===== src/rtl/calendar_ctrl.sv =====
// Day/month/year sequencer that advances on the midnight tick and accepts validated date loads over a req/ack handshake.
// It also time-multiplexes day, month and year onto one registered display bus.
module calendar_ctrl #(
  parameter int YEAR_W   = 7,
  parameter int SCAN_DIV = 4
) (
  input  logic              clk,
  input  logic              clear_n,
  input  logic              day_tick,
  input  logic              set_req,
  input  logic [4:0]        set_day,
  input  logic [3:0]        set_month,
  input  logic [YEAR_W-1:0] set_year,
  output logic              set_ack,
  output logic              set_err,
  output logic [4:0]        day,
  output logic [3:0]        month,
  output logic [YEAR_W-1:0] year,
  output logic              month_wrap,
  output logic [1:0]        field_sel,
  output logic [YEAR_W-1:0] databus
);

  localparam int SCAN_W = (SCAN_DIV > 1) ? $clog2(SCAN_DIV) : 1;

  typedef enum logic [1:0] {IDLE, CHECK, ACK, WAIT_REL} state_t;

  state_t            state, state_nxt;
  logic              pend;
  logic              err_q;
  logic [4:0]        h_day;
  logic [3:0]        h_month;
  logic [YEAR_W-1:0] h_year;
  logic [SCAN_W-1:0] scan_cnt;
  logic              roll;
  logic              valid;

  // Every year 00..99 divisible by four is a leap year in the 2000-2099 window.
  function automatic logic [4:0] dim(input logic [3:0] m, input logic [YEAR_W-1:0] y);
    case (m)
      4'd4, 4'd6, 4'd9, 4'd11: return 5'd30;
      4'd2:                    return (y[1:0] == 2'b00) ? 5'd29 : 5'd28;
      default:                 return 5'd31;
    endcase
  endfunction

  assign roll  = (state == IDLE) && (day_tick || pend);
  assign valid = (h_month >= 4'd1) && (h_month <= 4'd12) &&
                 (h_year <= YEAR_W'(99)) &&
                 (h_day >= 5'd1) && (h_day <= dim(h_month, h_year));

  always_ff @(posedge clk or negedge clear_n) begin
    if (!clear_n) state <= IDLE;
    else          state <= state_nxt;
  end

  // A roll takes priority in IDLE; the held request is picked up the cycle after.
  always_comb begin
    state_nxt = state;
    case (state)
      IDLE:     if (!roll && set_req) state_nxt = CHECK;
      CHECK:    state_nxt = ACK;
      ACK:      state_nxt = WAIT_REL;
      WAIT_REL: if (!set_req) state_nxt = IDLE;
      default:  state_nxt = IDLE;
    endcase
  end

  always_comb begin
    set_ack = (state == ACK);
    set_err = (state == ACK) && err_q;
  end

  always_ff @(posedge clk or negedge clear_n) begin
    if (!clear_n) begin
      day        <= 5'd1;
      month      <= 4'd1;
      year       <= '0;
      month_wrap <= 1'b0;
      pend       <= 1'b0;
      err_q      <= 1'b0;
      h_day      <= '0;
      h_month    <= '0;
      h_year     <= '0;
    end else begin
      month_wrap <= 1'b0;
      if (roll) begin
        pend <= 1'b0;
        if (day < dim(month, year)) begin
          day <= day + 5'd1;
        end else begin
          day <= 5'd1;
          if (month < 4'd12) begin
            month <= month + 4'd1;
          end else begin
            month      <= 4'd1;
            month_wrap <= 1'b1;
            year       <= (year == YEAR_W'(99)) ? '0 : year + YEAR_W'(1);
          end
        end
      end else begin
        if (day_tick && state != IDLE) pend <= 1'b1;
        if (state == IDLE && set_req) begin
          h_day   <= set_day;
          h_month <= set_month;
          h_year  <= set_year;
        end
      end
      if (state == CHECK) begin
        err_q <= !valid;
        if (valid) begin
          day   <= h_day;
          month <= h_month;
          year  <= h_year;
        end
      end
    end
  end

  // databus follows field_sel by one cycle because both are registered.
  always_ff @(posedge clk or negedge clear_n) begin
    if (!clear_n) begin
      scan_cnt  <= '0;
      field_sel <= 2'd0;
      databus   <= '0;
    end else begin
      if (scan_cnt == SCAN_W'(SCAN_DIV - 1)) begin
        scan_cnt  <= '0;
        field_sel <= (field_sel == 2'd2) ? 2'd0 : field_sel + 2'd1;
      end else begin
        scan_cnt <= scan_cnt + SCAN_W'(1);
      end
      case (field_sel)
        2'd0:    databus <= YEAR_W'(day);
        2'd1:    databus <= YEAR_W'(month);
        default: databus <= year;
      endcase
    end
  end

endmodule


===== config.mk =====
export PLATFORM = sky130hd
export DESIGN_NAME = calendar_ctrl
export DESIGN_NICKNAME = d
export VERILOG_FILES = /design/src/rtl/calendar_ctrl.sv
export SDC_FILE = /design/constraint.sdc
export NUM_CORES = 1
export LEC_CHECK = 0
export ABC_AREA = 1
export BUFFER_PORTS_ARGS = -buffer_cell sky130_fd_sc_hd__buf_2
export CORE_AREA = 4 4 94 96
export CTS_CLUSTER_DIAMETER = 40
export DETAILED_ROUTE_END_ITERATION = 10
export DIE_AREA = 0 0 98 100
export SYNTH_ARGS = -nofsm -noshare
export SYNTH_HDL_FRONTEND = slang
export SYNTH_SLANG_ARGS = --single-unit

===== constraint.sdc =====
create_clock -name clk -period 2 [get_ports clk]
set_input_delay 0.1 -clock clk [delete_from_list [all_inputs] [get_ports clk]]
set_output_delay 0.1 -clock clk [all_outputs]
set_load 0.02 [all_outputs]

==> results_dict.tcl <==
set metrics [dict create \
    status "finished, violations left" \
    violations "negative setup slack" \
    fin_cells 505 \
    port_buffers 47 \
    ys_warn_count 0 \
    synth_edf_count 0 \
    worst_hold_slack_ns 0.0235 \
    path_clk_slew_ns 0.09 \
    routed_wl_um 6600 \
    antenna_found_initial 0 \
    reg2reg_slack_ns -0.008 \
    drc 0 \
    syn_nets 366 \
    fillers 834 \
    die_x_um 98 \
    worst-r2r-cell-count 13 \
    dieArea_mm2 0.00980 \
    p_leak_nw 1.82 \
    report.final.slew_viol_count 0 \
    dp.cells 490 \
    worst_slew_pin_slew_ns 0.377 \
    power.density_mw_per_mm2 1410 \
    grt_pass1_wl_um 10900 \
    fin_worst_skew_ns 0.00469 \
    overflow 0 \
    r2r_end "year[2]" \
    synth.yosys.seq_area_share_pct 43.8 \
    insertion_delay_ns 0.30 \
    multi_input_area_mm2 0.00142 \
    dieHeight_um 100 \
    synthCells 330 \
    muxShareOfSynthArea_pct 3.28 \
    n_antenna_cell 0 \
    setup.worst_path.end "year[2]" \
    dpl_cell_area_mm2 0.00320 \
    arrival_ns 2.25 \
    ys.flop_type "dfrtp_1" \
    cts_tree "yes" \
    cts_buffers 5 \
    layout-drive-gt1-share_pct 31.8 \
    antenna_left 0 \
    crit_fanout 8 \
    num_rows 33 \
    synthXorXnorAreaFrac_pct 0 \
    endpoint_kind "flip-flop" \
    slew-limit-headroom_pct 74.9 \
    yosysMostFrequentCell "nand2_1" \
    start_kind "flip-flop" \
    ys_ff_latch 48 \
    dr.pass1.iters 4 \
    setup_viol 4 \
    async_flop_share_pct 100 \
    ios 48 \
    cts_htree_levels 2 \
    root_buffer "clkbuf_8" \
    min_period_ns 2.01 \
    setup_tns_ns -0.0148 \
    fmax_mhz 498 \
    cts_sinks 48 \
    cp.required_ns 2.25 \
    viasPerCell 4.74 \
    rsz0062_at_grt "yes" \
    worst_slack_ns -0.00790 \
    maxCapViolations 0 \
    grt_pass1_vias 2328 \
    synth-adder-area-share_pct 7.29 \
    stdcell_area_mm2 0.00347 \
    avgSynthCellArea_um2 8.32 \
    final_nets 435 \
    seq_area_mm2 0.00120 \
    r2r_start "month[0]" \
    synth.area.top_cells "dfrtp_1, nand2_1, ha_1" \
    synth_area_mm2 0.00275 \
    core_mm2 0.00805 \
    synth_common_cells "nand2_1, dfrtp_1, inv_1, nand3_1, nor2_1" \
    synth_compound_area_share_pct 8.47 \
    max-vdd-ir-drop_mv 0.580 \
    synth_top_family_by_area "simple AND/OR/NAND/NOR gates" \
    period_share_pct 100 \
    yosys.area_share.simple_pct 28.6 \
    wl_per_cell_um 13.1 \
    hpwl_um 5030 \
    min_path_type "input port to flip-flop" \
    start_util_pct 34.1 \
    grt_max_degree 21 \
    drtIter0Drc 117 \
    synth_top_area_cell "dfrtp_1" \
    crit_start "month[0]" \
    yosysTopAreaCellShare_pct 41.9 \
    path_class "flip-flop to flip-flop" \
    clockBufferDepth 2 \
    gp_congestion 0.827 \
    final_hold_viol_count 0 \
    vias 2394 \
    syn_to_final_growth_pct 26.5 \
    synthDistinctLibCells 37 \
    grt_util_all_layers_pct 13.3 \
]
==> flip-flops by register name, indices dropped and copies added, names as in the netlist <==
name	flops
databus	7
h_year	7
year	7
day	5
h_day	5
h_month	4
month	4
field_sel	2
scan_cnt	2
state	2
err_q	1
month_wrap	1
pend	1
==> per-layer routing <==
layer	global-route usage [%]	routed length (µm)	up-vias	part of all wire [%]
met3	2.92	343	2	5.2
li1	-	-	1220	-
met4	2.66	19	0	0.29
met2	22.0	3170	53	48
met5	0	0	-	0
met1	18.1	3070	1119	47
==> worst max-delay path, stage by stage (launching register included) <==
cell	delay [ns]
dfstp_2	0.54
inv_2	0.05
ha_4	0.15
nor3b_1	0.13
ha_1	0.27
nand2_1	0.05
nor2_2	0.16
nand2_4	0.10
nand2_8	0.13
buf_4	0.13
nand3_2	0.04
nand2_1	0.06
nand3_1	0.08
nand2_1	0.06
==> stage by stage <==
step	utilization, %	power (mW)	setup slack [ns]
floorplan	-	3.31	-0.0614
global placement	39.8	4.07	0.0511
detailed placement	39.8	4.11	0.0276
CTS	41.1	4.74	0.0208
global route	43.1	5.31	-0.126
finish	43.1	4.90	-0.00790
==> cells in the final DEF (no fill, tap or decap), types with 2 or more instances in the layout <==
cell and n:
a21oi_1 10, a21oi_2 2, a22oi_1 2, buf_2 47
buf_4 16, buf_6 2, clkbuf_8 6, dfrtp_1 46
dfstp_2 2, ha_1 15, inv_1 44, inv_2 3
inv_4 2, mux2_2 8, nand2_1 63, nand2_2 9
nand2_4 4, nand2_8 2, nand3_1 26, nand3_2 12
nand4_1 5, nand4_2 2, nor2_1 27, nor3_1 5
o21ai_0 8, o21ai_1 10, o21ai_2 2, o221ai_1 2
==> timing repair <==
action,4_1_cts,5_1_grt
endpoints found under the setup margin,0,17
hold endpoints to repair,13,0
buffers inserted,0,4
hold buffers,1,0
gates resized for setup,0,26
==> power by group <==
part	internal, mW	switching [mW]	total [mW]
clock	0.282	0.329	0.611
combinational	0.984	1.55	2.54
sequential	1.37	0.383	1.75
total	2.63	2.27	4.90
==> layout make-up <==
cell class	count	area share, %
Clock inverter	1	0.216
Tap cell	105	3.78
Timing Repair Buffer	68	12.5
Inverter	49	5.44
Multi-Input combinational cell	227	41.0
Clock buffer	7	2.49
Sequential cell	48	34.7
==> cells by family after synthesis <==
logic type / Yosys count
AND/OR/NAND/NOR: 161
buffers and inverters: 56
flip-flops: 48
AO/OA/AOI/OAI: 41
adder cells (fa/ha/maj): 16
multiplexers: 8
==> how the worst min path moves through the flow <==
stage | startpoint | end | slack [ns] | cells after the start
after global routing | set_year[4] | h_year[4] | 0.02 | 2
final | set_year[4] | h_year[4] | 0.02 | 2
after CTS | set_year[4] | h_year[4] | 0.02 | 2
after global placement | clear_n | err_q | 0.04 | 1
after floorplan | clear_n | databus[0] | -0.20 | 0
after detailed placement | clear_n | err_q | 0.04 | 1
(Power assumes the default switching activity.)
